`src/rtl/btn_debounce.sv`:
```
// ============================================================================
// Module   : btn_debounce
// Purpose  : Per-button 2-flop synchroniser plus counter-based debounce FSM,
//            producing a clean registered level and 1-cycle press/release strobes.
// Revision : 1.0  initial release
// ============================================================================
`default_nettype none

module btn_debounce #(
  parameter int NUM_BTN         = 2,
  parameter int DEBOUNCE_CYCLES = 500000
) (
  input  logic               clk,
  input  logic               rst,
  input  logic [NUM_BTN-1:0] btn_raw,
  output logic [NUM_BTN-1:0] btn_level,
  output logic [NUM_BTN-1:0] btn_press,
  output logic [NUM_BTN-1:0] btn_release
);

  localparam int CNT_W = $clog2(DEBOUNCE_CYCLES);
  localparam logic [CNT_W-1:0] CNT_MAX = CNT_W'(DEBOUNCE_CYCLES - 1);

  typedef enum logic [1:0] {
    ST_LO     = 2'd0,
    ST_CHK_HI = 2'd1,
    ST_HI     = 2'd2,
    ST_CHK_LO = 2'd3
  } state_e;

  for (genvar i = 0; i < NUM_BTN; i++) begin : g_chan
    logic             s1_q;
    logic             s_q;
    state_e           state_q;
    state_e           state_d;
    logic [CNT_W-1:0] cnt_q;
    logic [CNT_W-1:0] cnt_d;
    logic             level_q;
    logic             level_d;
    logic             press_q;
    logic             press_d;
    logic             release_q;
    logic             release_d;

    // Strobes default low every cycle so they can only ever last one clock.
    always_comb begin
      state_d   = state_q;
      cnt_d     = cnt_q;
      level_d   = level_q;
      press_d   = 1'b0;
      release_d = 1'b0;
      case (state_q)
        ST_LO: begin
          if (s_q) begin
            state_d = ST_CHK_HI;
            cnt_d   = CNT_W'(1);
          end
        end
        ST_CHK_HI: begin
          if (!s_q) begin
            state_d = ST_LO;
          end else if (cnt_q == CNT_MAX) begin
            state_d = ST_HI;
            level_d = 1'b1;
            press_d = 1'b1;
          end else begin
            cnt_d = cnt_q + 1'b1;
          end
        end
        ST_HI: begin
          if (!s_q) begin
            state_d = ST_CHK_LO;
            cnt_d   = CNT_W'(1);
          end
        end
        ST_CHK_LO: begin
          if (s_q) begin
            state_d = ST_HI;
          end else if (cnt_q == CNT_MAX) begin
            state_d   = ST_LO;
            level_d   = 1'b0;
            release_d = 1'b1;
          end else begin
            cnt_d = cnt_q + 1'b1;
          end
        end
        default: begin
          state_d = ST_LO;
        end
      endcase
    end

    always_ff @(posedge clk) begin
      if (rst) begin
        s1_q      <= 1'b0;
        s_q       <= 1'b0;
        state_q   <= ST_LO;
        cnt_q     <= '0;
        level_q   <= 1'b0;
        press_q   <= 1'b0;
        release_q <= 1'b0;
      end else begin
        s1_q      <= btn_raw[i];
        s_q       <= s1_q;
        state_q   <= state_d;
        cnt_q     <= cnt_d;
        level_q   <= level_d;
        press_q   <= press_d;
        release_q <= release_d;
      end
    end

    assign btn_level[i]   = level_q;
    assign btn_press[i]   = press_q;
    assign btn_release[i] = release_q;
  end

endmodule

`default_nettype wire

```
`config.mk`:
```
export PLATFORM = sky130hd
export DESIGN_NAME = btn_debounce
export DESIGN_NICKNAME = d
export VERILOG_FILES = /design/src/rtl/btn_debounce.sv
export SDC_FILE = /design/constraint.sdc
export NUM_CORES = 1
export LEC_CHECK = 0
export ABC_CLOCK_PERIOD_IN_PS = 2800
export BUFFER_PORTS_ARGS = -buffer_cell sky130_fd_sc_hd__buf_2
export CAP_MARGIN = 15
export CORE_MARGIN = 2
export CORE_UTILIZATION = 50
export DETAILED_ROUTE_END_ITERATION = 16
export HOLD_SLACK_MARGIN = 0.05
export PLACE_DENSITY = 0.72
export SYNTH_ARGS = -nofsm -noshare
export SYNTH_HDL_FRONTEND = slang
export SYNTH_SLANG_ARGS = --single-unit
```
`constraint.sdc`:
```
create_clock -name clk -period 2.8 [get_ports clk]
set_input_delay 0.56 -clock clk [delete_from_list [all_inputs] [get_ports clk]]
set_output_delay 0.56 -clock clk [all_outputs]
set_load 0.03 [all_outputs]
```
======== Yosys cells after proc, flatten, opt, wreduce, memory -nomap -nowiden ========
Cells that the tools add are included.
storage, ports and cells
  bits in registers ....................... 52
  input port bits ......................... 4
  output and inout port bits .............. 6
  logic and storage cells ................. 98
operators by class
  add/subtract/negate cells ............... 2
  equal/unequal tests ..................... 24
  multiplexer cells ....................... 38
  bitwise gates (word level) .............. 6
  reductions and logical operators ........ 14
operator list
  cell                                                 number
  two-way mux 19 bit                                   10
  one-hot mux 19 bit (4 select lines)                  2
  adder 19 x 1 -> 19 bit, second input constant        2
  equality test 19 bit, second input constant          2
  two-way mux 2 bit                                    12
  != test 2 bit, second input constant                 12
  one-hot mux 2 bit (4 select lines)                   2
  AND reduction 4 bit                                  4
  != test 3 bit, second input constant                 4
  OR reduction 3 bit                                   4
  two-way mux 1 bit                                    10
  AND reduction 5 bit                                  2
  equality test 2 bit, second input constant           4
  NOT 1 bit                                            6
  equality test 2 x 1 -> 1 bit, second input constant  2
  zero test 2 bit                                      2
  one-hot mux 1 bit (2 select lines)                   2
  nonzero test 2 bit                                   2

======== Longest topological paths before layout ========
  depth after elaboration ................. 4
  mapped depth ............................ 8
  mapped depth without buffers ............ 6

======== Worst setup path after synthesis ========
OpenSTA, ideal clock, no wires.
  kind .................................... register -> register
  start ................................... register g_chan[0].cnt_q[0]
  end ..................................... register g_chan[0].cnt_q[16]
  setup time .............................. 0.074 ns
  arrival time ............................ 1.994 ns
  data required time ...................... 2.726 ns
  setup slack ............................. 0.731 ns
  cell stages (with the launch flop) ...... 8
  path buffers ............................ 1
  clock period less this slack ............ 2.069 ns
  cell sequence ........................... dfxtp_1 ha_1 nand3_1 or2_1 buf_6 or3_4 or4b_1 a31oi_1
on the way
  longest elaborated chain between the ends .. 4
  elaborated cells on any way between the ends .. 6
  classes of those cells .................. 1 x add/sub; 1 x eq/ne; 4 x mux
ends and longest elaborated chain
  what                                                                   line    RTL
  start: declaration                                                     36      logic [CNT_W-1:0] cnt_q;
  start signal: assignment                                               106     cnt_q <= cnt_d;
  adder 19 x 1 -> 19 bit / equality test 19 bit (equally long branches)  -
  two-way mux 19 bit *                                                   62, 79
  two-way mux 19 bit, on equally long branches                           77, 60
  one-hot mux 19 bit (4 select lines) *                                  52      case (state_q)
Mark *: on every way between the ends. The rest lies on a longest branch, timed or not. The select of a mux whose other input is x is not followed.
A chain may end at the register's enable or synchronous reset.

======== Worst setup path in the final report ========
  start ................................... register g_chan[1].cnt_q[0]
  end ..................................... register g_chan[1].cnt_q[2]
on the way
  longest elaborated chain between the ends .. 4
  elaborated cells on any way between the ends .. 6
  classes of those cells .................. 1 x add/sub; 1 x eq/ne; 4 x mux
ends and longest elaborated chain
  what                                                                   line
  start: declaration                                                     36
  start signal: assignment                                               106
  adder 19 x 1 -> 19 bit / equality test 19 bit (equally long branches)  -
  two-way mux 19 bit *                                                   62, 79
  two-way mux 19 bit, on equally long branches                           77, 60
  one-hot mux 19 bit (4 select lines) *                                  52
Marked as above.

==> results.sh <==
export IMPL_synth_edff_count=0
export IMPL_min_period_ns=2.24
export IMPL_grt_max_degree=43
export IMPL_vias=2348
export IMPL_final_common_cell="dfxtp_1"
export IMPL_avgSynthCellArea_um2=8.32
export IMPL_slowest_stage="o21bai_2"
export IMPL_crit_buf_inv=1
export IMPL_r2r_slack_ns=0.56
export IMPL_setup_viol=0
export IMPL_cts_buffers_inserted=5
export IMPL_grt_pass1_vias=2051
export IMPL_crit_family="compound AO/OA/AOI/OAI gates"
export IMPL_tns_ns=0
export IMPL_root_buffer="clkbuf_8"
export IMPL_cap_viol_max_count=0
export IMPL_hold_end="g_chan[1].s_q$_SDFF_PP0_"
export IMPL_synth_seq_cells=52
export IMPL_arrival_ns=2.47
export IMPL_status="completed"
export IMPL_drt_iter0_markers=148
export IMPL_critical_path_class="flip-flop to flip-flop"
export IMPL_use_met1_pct=26.2
export IMPL_cts_setup_buffers=0
export IMPL_hold_viol=0
export IMPL_via_per_inst=6.04
export IMPL_rows=26
export IMPL_start_util_pct=52.3
export IMPL_cts_htree_levels=2
export IMPL_start_kind="flip-flop"
export IMPL_place_hpwl_um=3750
export IMPL_clock_latency_ns=0.30
export IMPL_critical_path_required_ns=3.03
export IMPL_drive_above_1_share_pct=12.2
export IMPL_drtAntennaViolNets=0
export IMPL_port_buffers=9
export IMPL_critical_path_max_stage_delay_ns=0.45
export IMPL_seq_area_um2=1040
export IMPL_cts_tree="done"
export IMPL_drc_errors=0
export IMPL_holdPathStages=1
export IMPL_async_flop_share_pct=0
export IMPL_grt_total_usage_pct=19.0
export IMPL_grt_use_met2_pct=29.7
export IMPL_min_from="g_chan[1].s1_q$_SDFF_PP0_"
export IMPL_area_growth_pct=4.33
export IMPL_tightest_slew_ns=0.532
export IMPL_cts_sinks=52
export IMPL_path_cells="ha_1, nand4b_1, or3_1, o21bai_2, buf_4, nand2_1, a31oi_1"
export IMPL_cp_max_fo=13
export IMPL_yosysSeqAreaShare_pct=38.7
export IMPL_gp_congestion=0.789
export IMPL_clk_path_buf_depth=2
export IMPL_grt_pass1_wl_um=9470
export IMPL_die_area_um2=5980
export IMPL_r2r_start="g_chan[1].cnt_q[0]$_SDFFE_PP0P_"
export IMPL_hold_path_class="flip-flop to flip-flop"
export IMPL_wirelength_um=5580
export IMPL_finClkSkew_ns=0.00840
export IMPL_hold_buffers=0
export IMPL_timing_hold_ws_ns=0.452
export IMPL_slew_headroom_pct=64.5
export IMPL_cts_resized=0
export IMPL_antennaDiodeCount=0
export IMPL_final_cell_mix="dfxtp_1, nand2_1, nand3_1"
export IMPL_grt_setup_unrepaired="no"
export IMPL_postLayoutCoreUtil_pct=54.6
export IMPL_multi_input_comb_area_um2=1480
export IMPL_power_density_nw_per_um2=455
export IMPL_max_freq_mhz=447
export IMPL_post_drt_wl_per_cell_um=14.3
export IMPL_die_h_um=77.3
export IMPL_syn_cell_area_um2=2690
export IMPL_die_w_um=77.3
export IMPL_vdd_drop_max_uv=202
export IMPL_clk_pin_slew_ns=0.10
export IMPL_coreArea_um2=5140
export IMPL_fin_crit_sh_pct=79.9
export IMPL_syn_instance_count=323
export IMPL_r2r_end="g_chan[1].cnt_q[2]$_SDFFE_PP0P_"
export IMPL_fillers=493
export IMPL_synth_fp_nets=329
export IMPL_dominantRegCellSynth="dfxtp_1"
export IMPL_p_leak_uw=0.000893
export IMPL_nets=324
export IMPL_first_pass_iters=4
export IMPL_synth_warnings=0
export IMPL_antenna_found_initial=0
export IMPL_met3_usage_pct=4.19
export IMPL_slew_violations=0
export IMPL_cp_end_kind="flip-flop"
export IMPL_reg2reg_depth=7
export IMPL_num_io_pins=10
export IMPL_grt_overflow=0
export IMPL_grt_busiest_layer="met2"
export IMPL_synth_cell_types=60
metal layers:
| layer | routed length [µm] | up-vias | share of wire [%] |
|---|---|---|---|
| met5 | 0 | - | 0 |
| met4 | 60 | 0 | 1.1 |
| met3 | 252 | 5 | 4.5 |
| met2 | 2500 | 45 | 45 |
| met1 | 2770 | 1106 | 50 |
| li1 | - | 1192 | - |
worst max-delay path by stage:
stage                                          from                                to  slack [ns]  depth (start not counted)
floorplan           g_chan[0].cnt_q[0]$_SDFFE_PP0P_  g_chan[0].cnt_q[16]$_SDFFE_PP0P_        0.73                          7
global placement    g_chan[0].cnt_q[0]$_SDFFE_PP0P_  g_chan[0].cnt_q[16]$_SDFFE_PP0P_        0.67                          6
detailed placement  g_chan[1].cnt_q[0]$_SDFFE_PP0P_   g_chan[1].cnt_q[2]$_SDFFE_PP0P_        0.58                          7
CTS                 g_chan[1].cnt_q[0]$_SDFFE_PP0P_   g_chan[1].cnt_q[2]$_SDFFE_PP0P_        0.57                          7
global route        g_chan[0].cnt_q[0]$_SDFFE_PP0P_  g_chan[0].cnt_q[16]$_SDFFE_PP0P_        0.38                          6
finish              g_chan[1].cnt_q[0]$_SDFFE_PP0P_   g_chan[1].cnt_q[2]$_SDFFE_PP0P_        0.56                          7
worst reg2reg max path: cells and delay by family, from the launching register on:
family / cells / cell delay (ns)
flops: 1 / 0.43
fa+ha+maj: 1 / 0.25
simple gates: 3 / 0.62
buf+inv: 1 / 0.25
compound gates: 2 / 0.63
cells in the mapped netlist (2+ instances only):
cell type  instances  area (µm²)
a21o_1             2        15.0
a22oi_1            4        30.0
or2_2              5        31.3
or3_1              3        18.8
buf_2              2        10.0
a31oi_1            8        50.1
o22ai_1            4        25.0
or4_1              9        67.6
xor2_1             2        17.5
or4b_1             3        30.0
o21ai_0            9        45.0
nor3_1             6        30.0
nand2_1           29         109
mux2i_1            2        20.0
inv_1              4        15.0
nor3b_1            2        15.0
buf_6              2        22.5
o32ai_1            3        26.3
o211ai_1           4        30.0
nor2b_1            6        37.5
o31ai_1            5        37.5
clkbuf_1          14        52.6
nor4b_1            6        52.6
nor2_1            22        82.6
nor4_1             3        18.8
dfxtp_1           52        1040
nand4_1           12        75.1
a21oi_1           21         105
nand3_1           24         120
and3_1             2        12.5
mux2_2             2        22.5
nand4b_1           4        35.0
nand2b_1           6        37.5
buf_4              7        52.6
o21a_1             3        22.5
or2_1              3        18.8
ha_1               2        25.0
nand3b_1           4        30.0
registers in the layout, summed over array words and instances (netlist names), named ones only:
| name | cells |
|---|---|
| g_chan.cnt_q | 38 |
| g_chan.level_q | 2 |
| g_chan.press_q | 2 |
| g_chan.release_q | 2 |
| g_chan.s1_q | 2 |
| g_chan.s_q | 2 |
| g_chan.state_q | 2 |
cells by family after synthesis:
group                      after synthesis  synth area share (%)
xor gates and xnor gates                 3                 0.977
adders and majority gates                2                 0.931
DFF                                     52                  38.7
muxes                                    4                  1.58
and+or+nand+nor                        158                  33.9
buffers and inverters                   31                  6.28
AOI/OAI and AO/OA                       73                  17.6
metrics by stage:
step / total power [µW] / std cells / instance area, µm² / worst slack, ns
after floorplan: 839 / 323 / 2690 / 0.731
after global placement: 850 / 381 / 2710 / 0.671
after detailed placement: 852 / 381 / 2710 / 0.578
after CTS: 1290 / 389 / 2810 / 0.567
after global routing: 1320 / 389 / 2810 / 0.375
final: 1280 / 389 / 2810 / 0.564
area by class of cell:
cell class              instances  area share [%]
well taps                      70            3.12
inverters                       4           0.535
repair buffers                 15            3.21
clock inverters                 2           0.357
flip-flops and latches         52            37.1
clock buffers                   6            2.94
multi-input cells             240            52.7
where the power goes:
part	switching (µW)	total, µW	internal (µW)
Combinational	52.3	78.0	25.7
Sequential	7.87	757	749
Clock	243	441	198
No activity file was read; power rests on OpenSTA's default activity.
